## src/rtl/imem_loader_if.sv

```systemverilog
// Word-stream input and byte-wide write port of the instruction-memory loader.
// The loader itself takes the slave view.
interface imem_loader_if #(
  parameter int ADDR_W = 9
);
  logic [31:0]       word_in;
  logic              word_valid;
  logic              last;
  logic              word_ready;
  logic              we;
  logic [ADDR_W-1:0] waddr;
  logic [7:0]        wdata;

  modport slave (
    input  word_in, word_valid, last,
    output word_ready, we, waddr, wdata
  );

  modport master (
    output word_in, word_valid, last,
    input  word_ready, we, waddr, wdata
  );
endinterface

```

## src/rtl/imem_loader.sv

```systemverilog
// Program loader: accepts 32-bit words and writes them big-endian, one byte per cycle,
// into the instruction memory while holding the pipeline in reset.
module imem_loader #(
  parameter int          DEPTH     = 512,
  parameter int          ADDR_W    = 9,
  parameter int unsigned BASE_ADDR = 0
) (
  input  logic               clk,
  input  logic               R,
  input  logic               start,
  imem_loader_if.slave       bus,
  output logic               busy,
  output logic               done,
  output logic               overflow,
  output logic               pipe_hold,
  output logic [7:0]         word_count
);

  typedef enum logic [1:0] {IDLE, ACCEPT, WRITE, DONE} state_t;

  localparam logic [ADDR_W:0] BASE_ALIGNED = {1'b0, ADDR_W'(BASE_ADDR & ~32'd3)};
  localparam logic [ADDR_W:0] END_ADDR     = (ADDR_W+1)'(DEPTH);

  state_t            state;
  state_t            state_next;
  logic [ADDR_W:0]   addr;
  logic [ADDR_W:0]   addr_inc;
  logic [31:0]       word_reg;
  logic              last_reg;
  logic [1:0]        b;
  logic              load;

  // addr carries one extra bit so a full memory shows up as addr == DEPTH.
  assign addr_inc  = addr + (ADDR_W+1)'(1);
  assign load      = ((state == IDLE) || (state == DONE)) && start;
  assign bus.waddr = addr[ADDR_W-1:0];

  always_ff @(posedge clk or negedge R) begin
    if (!R) begin
      state <= IDLE;
    end else begin
      state <= state_next;
    end
  end

  always_comb begin
    state_next     = state;
    bus.word_ready = 1'b0;
    bus.we         = 1'b0;
    busy           = 1'b0;
    pipe_hold      = 1'b1;
    case (state)
      IDLE: begin
        if (start) state_next = ACCEPT;
      end
      ACCEPT: begin
        bus.word_ready = 1'b1;
        busy           = 1'b1;
        if (bus.word_valid) state_next = WRITE;
      end
      WRITE: begin
        bus.we = 1'b1;
        busy   = 1'b1;
        if (b == 2'd3) begin
          if (last_reg || (addr_inc == END_ADDR)) state_next = DONE;
          else                                    state_next = ACCEPT;
        end
      end
      DONE: begin
        pipe_hold = 1'b0;
        if (start) state_next = ACCEPT;
      end
      default: state_next = IDLE;
    endcase
  end

  always_comb begin
    bus.wdata = word_reg[31:24];
    case (b)
      2'd0: bus.wdata = word_reg[31:24];
      2'd1: bus.wdata = word_reg[23:16];
      2'd2: bus.wdata = word_reg[15:8];
      2'd3: bus.wdata = word_reg[7:0];
      default: bus.wdata = word_reg[31:24];
    endcase
  end

  // last takes priority over overflow when the final word exactly fills memory.
  always_ff @(posedge clk or negedge R) begin
    if (!R) begin
      addr       <= '0;
      b          <= 2'd0;
      word_count <= 8'd0;
      done       <= 1'b0;
      overflow   <= 1'b0;
      word_reg   <= 32'd0;
      last_reg   <= 1'b0;
    end else begin
      if (load) begin
        addr       <= BASE_ALIGNED;
        word_count <= 8'd0;
        done       <= 1'b0;
        overflow   <= 1'b0;
      end
      if ((state == ACCEPT) && bus.word_valid) begin
        word_reg <= bus.word_in;
        last_reg <= bus.last;
        b        <= 2'd0;
      end
      if (state == WRITE) begin
        addr <= addr_inc;
        b    <= b + 2'd1;
        if (b == 2'd3) begin
          word_count <= word_count + 8'd1;
          if (last_reg) begin
            done <= 1'b1;
          end else if (addr_inc == END_ADDR) begin
            done     <= 1'b1;
            overflow <= 1'b1;
          end
        end
      end
    end
  end

endmodule

```

## src/flat_wrapper.sv

```systemverilog
// flat-port wrapper written by rule: the top's interface ports become plain ports
module imem_loader_flat 
#(
  parameter int          DEPTH     = 512,
  parameter int          ADDR_W    = 9,
  parameter int unsigned BASE_ADDR = 0
)
  (clk, R, start, busy, done, overflow, pipe_hold, word_count, bus_word_in, bus_word_valid, bus_last, bus_word_ready, bus_we, bus_waddr, bus_wdata);
  imem_loader_if #(.ADDR_W(ADDR_W)) bus_i ();
  input  logic clk;
  input  logic R;
  input  logic start;
  output logic busy;
  output logic done;
  output logic overflow;
  output logic pipe_hold;
  output logic [7:0] word_count;
  input wire logic [$bits(bus_i.word_in)-1:0] bus_word_in;
  input wire logic [$bits(bus_i.word_valid)-1:0] bus_word_valid;
  input wire logic [$bits(bus_i.last)-1:0] bus_last;
  output wire logic [$bits(bus_i.word_ready)-1:0] bus_word_ready;
  output wire logic [$bits(bus_i.we)-1:0] bus_we;
  output wire logic [$bits(bus_i.waddr)-1:0] bus_waddr;
  output wire logic [$bits(bus_i.wdata)-1:0] bus_wdata;
  assign bus_i.word_in = bus_word_in;
  assign bus_i.word_valid = bus_word_valid;
  assign bus_i.last = bus_last;
  assign bus_word_ready = bus_i.word_ready;
  assign bus_we = bus_i.we;
  assign bus_waddr = bus_i.waddr;
  assign bus_wdata = bus_i.wdata;
  imem_loader #(.DEPTH(DEPTH), .ADDR_W(ADDR_W), .BASE_ADDR(BASE_ADDR)) u_core (.clk(clk), .R(R), .start(start), .bus(bus_i), .busy(busy), .done(done), .overflow(overflow), .pipe_hold(pipe_hold), .word_count(word_count));
endmodule
```

## config.mk

```make
export PLATFORM = sky130hd
export DESIGN_NAME = imem_loader_flat
export DESIGN_NICKNAME = d
export VERILOG_FILES = /design/src/rtl/imem_loader_if.sv /design/src/rtl/imem_loader.sv /design/src/flat_wrapper.sv
export SDC_FILE = /design/constraint.sdc
export NUM_CORES = 1
export LEC_CHECK = 0
export CAP_MARGIN = 0
export CORE_MARGIN = 5
export CORE_UTILIZATION = 32
export DETAILED_ROUTE_END_ITERATION = 10
export DONT_BUFFER_PORTS = 1
export GPL_ROUTABILITY_DRIVEN = 0
export SLEW_MARGIN = 20
export SYNTH_ARGS = -nofsm -noshare
export SYNTH_HDL_FRONTEND = slang
export SYNTH_SLANG_ARGS = --single-unit
```

## constraint.sdc

```tcl
create_clock -name clk -period 1.6 [get_ports clk]
set_clock_uncertainty 0.15 [all_clocks]
set_input_delay 0.32 -clock clk [delete_from_list [all_inputs] [get_ports clk]]
set_output_delay 0.32 -clock clk [all_outputs]
set_load 0.1 [all_outputs]
```

# After elaboration in Yosys (flattened, before gate mapping)
# Cells that the tools add are included.
# Widths: inputs -> output; s select.
[word_totals]
reg_bits = 57
input_bits = 37
output_inout_bits = 31
wordCells = 59
[classes]
n_addsub = 3
n_eq_ne = 10
n_mux = 27
n_reduce_logical = 11
[ops]
columns = ["operator", "count"]
rows = [
  ["$pmux 8 s4", 1],
  ["$mux 8", 3],
  ["$mux 10", 2],
  ["$mux 1", 14],
  ["$mux 2", 6],
  ["$add 10x1->10 const B", 1],
  ["$eq 10x10->1 const B", 1],
  ["$add 8x1->8 const B", 1],
  ["$eq 2x2->1 const B", 4],
  ["$pmux 2 s3", 1],
  ["$eq 2x1->1 const B", 2],
  ["$logic_not 2->1", 2],
  ["$ne 2x1->1 const B", 2],
  ["$reduce_bool 2->1", 2],
  ["$reduce_or 2->1", 2],
  ["$reduce_and 3->1", 1],
  ["$add 2x1->2 const B", 1],
  ["$logic_and 1x1->1", 2],
  ["$logic_or 1x1->1", 2],
  ["$ne 2x2->1 const B", 1],
]

# Depth between registers and ports, before layout
# Gate-level depths: netlist of the first run.
[logic_depth]
word_depth = 8
ltp_mapped = 7
depth_no_buf = 7

# Worst setup path after synthesis of the first run
# No wires, ideal clock.
[synth_path]
path_type = "reg2out"
from = "register u_core.b[0]"
to = "output bus_wdata[0]"
arrival_time_ns = 2.634
t_required_ns = 1.130
setup_slack_ns = -1.504
stages_incl_launch_ff = 5
path_buffers = 1
path_cell_list = "dfrtp_1 > inv_1 > ha_1 > clkbuf_1 > mux2i_1"
[synth_between]
elab_chain_len = 2
elab_cells_between_ends = 5
cone_classes = "eq/ne (3); mux (1); reduce/logical (1)"
[synth_lines]
columns = ["item", "line", "source"]
rows = [
  ["from (decl)", "imem_loader.sv:30", "logic [1:0] b;"],
  ["from (signal assigned)", "imem_loader.sv:112", "b <= b + 2'd1;"],
  ["$eq 2x2->1, or another cell as far along", "imem_loader.sv:79", "case (b)"],
  ["$pmux 8 s4 (*)", "imem_loader.sv:79", ""],
  ["to (decl)", "flat_wrapper.sv:24", "output wire logic [$bits(bus_i.wdata)-1:0] bus_wdata;"],
]
# Every way passes the cells marked *; elsewhere a longest branch is shown, timed or not.

# Worst setup path in the final report of the first run
[layout_path]
from = "register u_core.b[0]"
to = "output bus_wdata[6]"
# Same word-level chain as after synthesis.

==> run metrics, run 1 <==
run status=finished with violations; failing checks=negative hold slack, negative setup slack; Mapped Avg Cell Area=10.9 um2; drt via density=4.95; worst-path maximum fanout=9; Worst-path clk slew=0.08 ns; Gate Count Post-Synth=277; Max Transition Viols Final=0; CP Launch Type=flip-flop; most common cell in the netlist=dfrtp_1; Routed Wire Length=8250 um; simple-gate share of the synthesized area=11.4%; CP max stage cell=a222oi_1; DR WL/cell=16.8 um; area delta synth->final=66.9%; Leak Pwr=2.25 nW; adder-cell share of the synthesized area=4.16%; GRT overflow=0; share of synthesized area spent on multiplexers=16.7%; worst reg2reg path depth=6; Stages on worst setup path=4; number of fillers in the final layout=743; Iter 0 DRT Violations=126; initial antenna violation count=0; CTS tree=built; core area=0.00920 mm2; Mapped Area=0.00301 mm2; GRT Overall Usage=14.3%; largest net degree at the start of global routing=58; Clk Latency, worst-skew pair=0.34 ns; syn nets=324; First-pass DRT Iterations=6; Peak supply drop=0.00179 V; CP Capture Type=output pin; max FFs per register=32; cell family with most CP delay=compound AO/OA/AOI/OAI gates; MaxCap Viol Count=0; Post-synth EDFFs=0; HP Class=in2async; pre-CTS setup slack=-0.479 ns; RSZ-0062 raised after global routing=true; crit-path cells=ha_4, a222oi_1, mux2i_4, buf_12; ys async rst share=100%; clock tree buffer depth=2; Layout Nets=423; hold-fix buffer count after cts=33; area leader, netlist=dfrtp_1; leading register cell type out of synthesis=dfrtp_1; first-pass GRT wire length=12800 um; CP Launch Point=u_core.b[0]; slew of the pin with the lowest slew margin=0.540 ns; vias in the first global route=2541; final worst path period share=151%; H-Tree Depth=3; DP Cell Count=426; Die H=107 um; Rel. slew slack=64.0%; Antenna Nets Post-Route=0; Crit Path Class=reg2out; vias=2434; hold slack=-0.488 ns; CP max stage delay=0.55 ns; hpwl dp=4890 um; # diodes=0; post-synthesis compound-gate area fraction=9.85%; Initial Util=32.7%; boundary pin count=68; required time of the critical path=1.13 ns; min Tclk post-route=2.41 ns; main combinational cell family by area after synthesis=multiplexers; Seq cells post-synth=57; Die W=107 um; post-synthesis sequential area ratio=47.4%; Die ar.=0.0114 mm2; PwrDens=2130 mW/mm2; fmax=0.414 GHz; final cell count without fillers=492; Synth top cells by count=dfrtp_1, mux2_2, nand2_1, o21ai_0, inv_1; Yosys warnings=0; FP Rows=35; Worst Path Buf+Inv=1; reg2reg setup slack=-0.14 ns; post-synthesis xor/xnor area fraction=2.91%; count of different cell masters after synthesis=39; Final WS setup=-0.813 ns; R2R Path Start=u_core.state[0]; critical path arrival=1.94 ns; top cells by area, synth=dfrtp_1, mux2_2, mux2i_1; Port Buffers=0; root buf cell=clkbuf_8; Setup Viol. Count Final=49; Clock Sinks=57; layout cell share with drive strength beyond 1=50.9%; share of Yosys cell area claimed by the top area cell type=47.4%; final hold violations=57; DRC viols=0; clock buffer count from CTS=9
==> worst register-to-register path: cells and delay by family (launching register included) <==
family,cells,cell delay (ns)
muxes,1,0.30
DFF,1,0.43
and+or+nand+nor,1,0.13
adders and majority gates,1,0.16
buffers and inverters,3,0.45
==> cells in the final DEF, fill, tap and decap left out, types with 2 or more instances in the layout <==
master / instances
nand4_1: 4
dfrtp_4: 3
o21ai_1: 8
xor2_1: 8
clkbuf_8: 9
bufbuf_16: 2
dlygate4sd3_1: 33
mux2i_4: 8
clkinvlp_4: 4
buf_12: 20
dfrtp_2: 16
nand3_1: 6
nand2_1: 27
ha_4: 9
nand3_4: 2
and3_4: 2
inv_6: 3
buf_8: 4
inv_1: 10
buf_4: 37
xnor2_1: 2
nor2_1: 9
mux2_4: 33
nor3_1: 5
clkbuf_16: 3
dfrtp_1: 38
buf_6: 15
mux2i_1: 4
nand2_4: 2
inv_2: 4
nand2_2: 2
o21ai_0: 10
a21oi_1: 4
a222oi_1: 8
o21a_1: 2
==> per-stage QoR <==
step                      area (um2)  total power, mW  TNS, ns  util [%]
final                           5020             10.7   -10.27      54.6
after global routing            5020             11.2   -12.73      54.6
after CTS                       4780             10.4    -8.99      52.0
after detailed placement        3860             8.09    -4.73      41.9
after global placement          3860             8.01    -4.08      41.9
after floorplan                 3290             6.52    -7.67         -
==> repair_timing <==
item,in CTS,in global routing
resized for setup,72,45
cloned,2,3
hold endpoints to repair,90,57
pin swaps,9,8
endpoints found under the setup margin,30,71
buffers inserted,7,7
==> kinds of logic after synthesis <==
| logic type | after synthesis |
|---|---|
| AO/OA/AOI/OAI | 43 |
| flip-flops | 57 |
| AND/OR/NAND/NOR | 69 |
| adder cells (fa/ha/maj) | 10 |
| multiplexers | 46 |
| XOR/XNOR | 10 |
| buffers and inverters | 42 |
==> per-layer routing <==
metal | vias up | global-route usage [%] | share of wire, %
met2 | 60 | 24.6 | 51
met3 | 10 | 5.30 | 6.0
li1 | 1177 | - | -
met5 | - | 0 | 0
met4 | 0 | 4.38 | 1.1
met1 | 1187 | 16.6 | 42
==> where the power goes <==
group	switching [mW]	leakage, nW	internal, mW
Sequential	0.432	0.684	1.98
Clock	0.701	0.0888	0.590
Combinational	3.72	1.48	3.28
==> layout make-up <==
type                    count  area [um2]  area share (%)
clock buffers               9         124            2.47
well taps                 111         139            2.76
clock inverters             7        61.3            1.22
multi-input cells         178        1800            35.8
inverters                  16        67.6            1.34
flip-flops and latches     57        1460            29.0
repair buffers            114        1380            27.4
==> final timing paths <==
path / endpoint
worst max-delay path: bus_wdata[6]
worst min-delay path: u_core.addr[8]
worst max register to register: u_core.word_reg[19]
worst min register to register: u_core.word_count[5]
max in group asynchronous: u_core.b[1]
min in group clk: u_core.state[0]
(Power assumes the default switching activity.)
==> run 2: changes to the inputs <==
CAP_MARGIN = 20   (was 0)
clock period = 2.05 ns   (was 1.6 ns; I/O delays follow)
==> run 2 against run 1 <==
Against the previous run:
- the run ends with negative setup slack left
- combinational power is 37% lower
- critical path type unchanged
- largest power group unchanged
- count of clock-buffer cells in the layout stayed put
- global-route usage is 1.5 points lower
- clock power down 26%
- core utilization down 12 points
==> run metrics, run 2 (synthesis results as in run 1) <==
FP Rows=35; Setup Viol. Count Final=8; initial antenna violation count=0; Final Util=42.5%; worst-path maximum fanout=4; vias=2144; PwrDens=1850 mW/mm2; final hold violations=0; critical path arrival=1.82 ns; hold slack=0.0724 ns; CP Capture Type=output pin; Clock Sinks=57; layout cell share with drive strength beyond 1=41.1%; hpwl dp=4830 um; Die W=107 um; commonest non-fill, non-tap cell in the layout=dfrtp_1; GRT overflow=0; area delta synth->final=29.9%; clock buffer count from CTS=9; slew of the pin with the lowest slew margin=0.439 ns; CP Launch Type=flip-flop; total power=7.22 mW; # diodes=0; core area=0.00920 mm2; H-Tree Depth=3; final worst path period share=116%; run status=finished with violations; fmax=0.420 GHz; Leak Pwr=1.71 nW; Peak supply drop=0.00112 V; Routed Wire Length=6850 um; First-pass DRT Iterations=4; Rel. slew slack=70.8%; Port Buffers=0; Antenna Nets Post-Route=0; GRT Overall Usage=12.8%; Worst-path clk slew=0.08 ns; Crit Path Class=reg2out; MaxCap Viol Count=0; Die H=107 um; DR WL/cell=15.9 um; root buf cell=clkbuf_8; drt via density=4.96; boundary pin count=68; required time of the critical path=1.49 ns; most frequent cells in the layout=dfrtp_1, buf_4, mux2_2; Clk Latency, worst-skew pair=0.33 ns; Final WS setup=-0.333 ns; largest net degree at the start of global routing=58; RSZ-0062 raised after global routing=true; vias in the first global route=2283; HP Class=in2reg; DRC viols=0; clock tree buffer depth=2; first-pass GRT wire length=11500 um; Max Transition Viols Final=0; Layout Nets=363; failing checks=negative setup slack; max FFs per register=32; Iter 0 DRT Violations=87; CTS tree=built; Initial Util=32.7%; TNS Setup=-2.49 ns; Die ar.=0.0114 mm2; min Tclk post-route=2.38 ns
==> run 2: cell types whose count changed in the layout (fill, tap and decap cells not counted), moves of 4 or more <==
cell | before | now
dfrtp_2 | 16 | 3
o21ai_1 | 8 | 1
mux2_2 | 0 | 33
buf_8 | 4 | 0
mux2_4 | 33 | 0
buf_12 | 20 | 10
nand2_1 | 27 | 32
buf_6 | 15 | 2
dlygate4sd3_1 | 33 | 1
dfrtp_1 | 38 | 54
o21ai_0 | 10 | 18
==> run 2: what timing repair did <==
action                                  CTS  global route
hold buffers                              2             0
endpoints found under the setup margin    8             9
hold endpoints to repair                 57             0
pin swaps                                 6             3
setup buffers                             1             0
resized for setup                        11             1
==> run 2: cell type report <==
class | instances | area, um2
Clock buffer | 9 | 124
Clock inverter | 7 | 55.1
Fill cell | 891 | 5290
Inverter | 16 | 63.8
Multi-Input combinational cell | 178 | 1540
Sequential cell | 57 | 1430
Tap cell | 111 | 139
Timing Repair Buffer | 54 | 561
==> run 2: path summary, 6_finish.rpt <==
check | startpoint | end | slack, ns | cells past startpoint
max | u_core.b[0] | bus_wdata[3] | -0.33 | 7
min | bus_word_in[10] | u_core.word_reg[10] | 0.07 | 1
max reg2reg | u_core.addr[3] | u_core.overflow | 0.18 | 5
min reg2reg | u_core.word_reg[30] | u_core.word_reg[30] | 0.36 | 1
max in group asynchronous | R | u_core.b[1] | 0.99 | 2
min in group asynchronous | R | u_core.addr[8] | 0.46 | 2
==> run 2: stage by stage <==
step / instance area [um2] / instances / worst slack (ns)
after floorplan: 3180 / 277 / -0.120
after global placement: 3630 / 413 / -0.0208
after detailed placement: 3630 / 413 / -0.0933
after CTS: 3900 / 432 / -0.357
after global routing: 3910 / 432 / -0.455
final: 3910 / 432 / -0.333
==> run 2: power by group <==
part | leakage [nW] | internal (mW) | total (mW) | switching [mW]
clock network | 0.0862 | 0.448 | 0.955 | 0.507
registers | 0.710 | 1.53 | 1.82 | 0.292
logic | 0.908 | 1.79 | 4.44 | 2.65
==> run 2: metal layers <==
layer,wire (um),track usage (%),vias to the layer above
met1,2890,14.8,1053
met3,370,4.88,6
li1,-,-,1041
met5,0,0,-
met2,3520,21.9,44
met4,65,4.11,0
==> run 2: critical path: stages (launching register included) <==
cell      delay, ns
dfrtp_2        0.44
inv_2          0.08
ha_4           0.17
buf_6          0.12
a222oi_1       0.27
buf_4          0.18
mux2i_4        0.06
buf_12         0.17
==> run 3: changes to the inputs <==
ABC_CLOCK_PERIOD_IN_PS = 2050   (was unset)
==> results of run 3 <==
The final DEF is identical to that of run 2; final timing and power are the same.
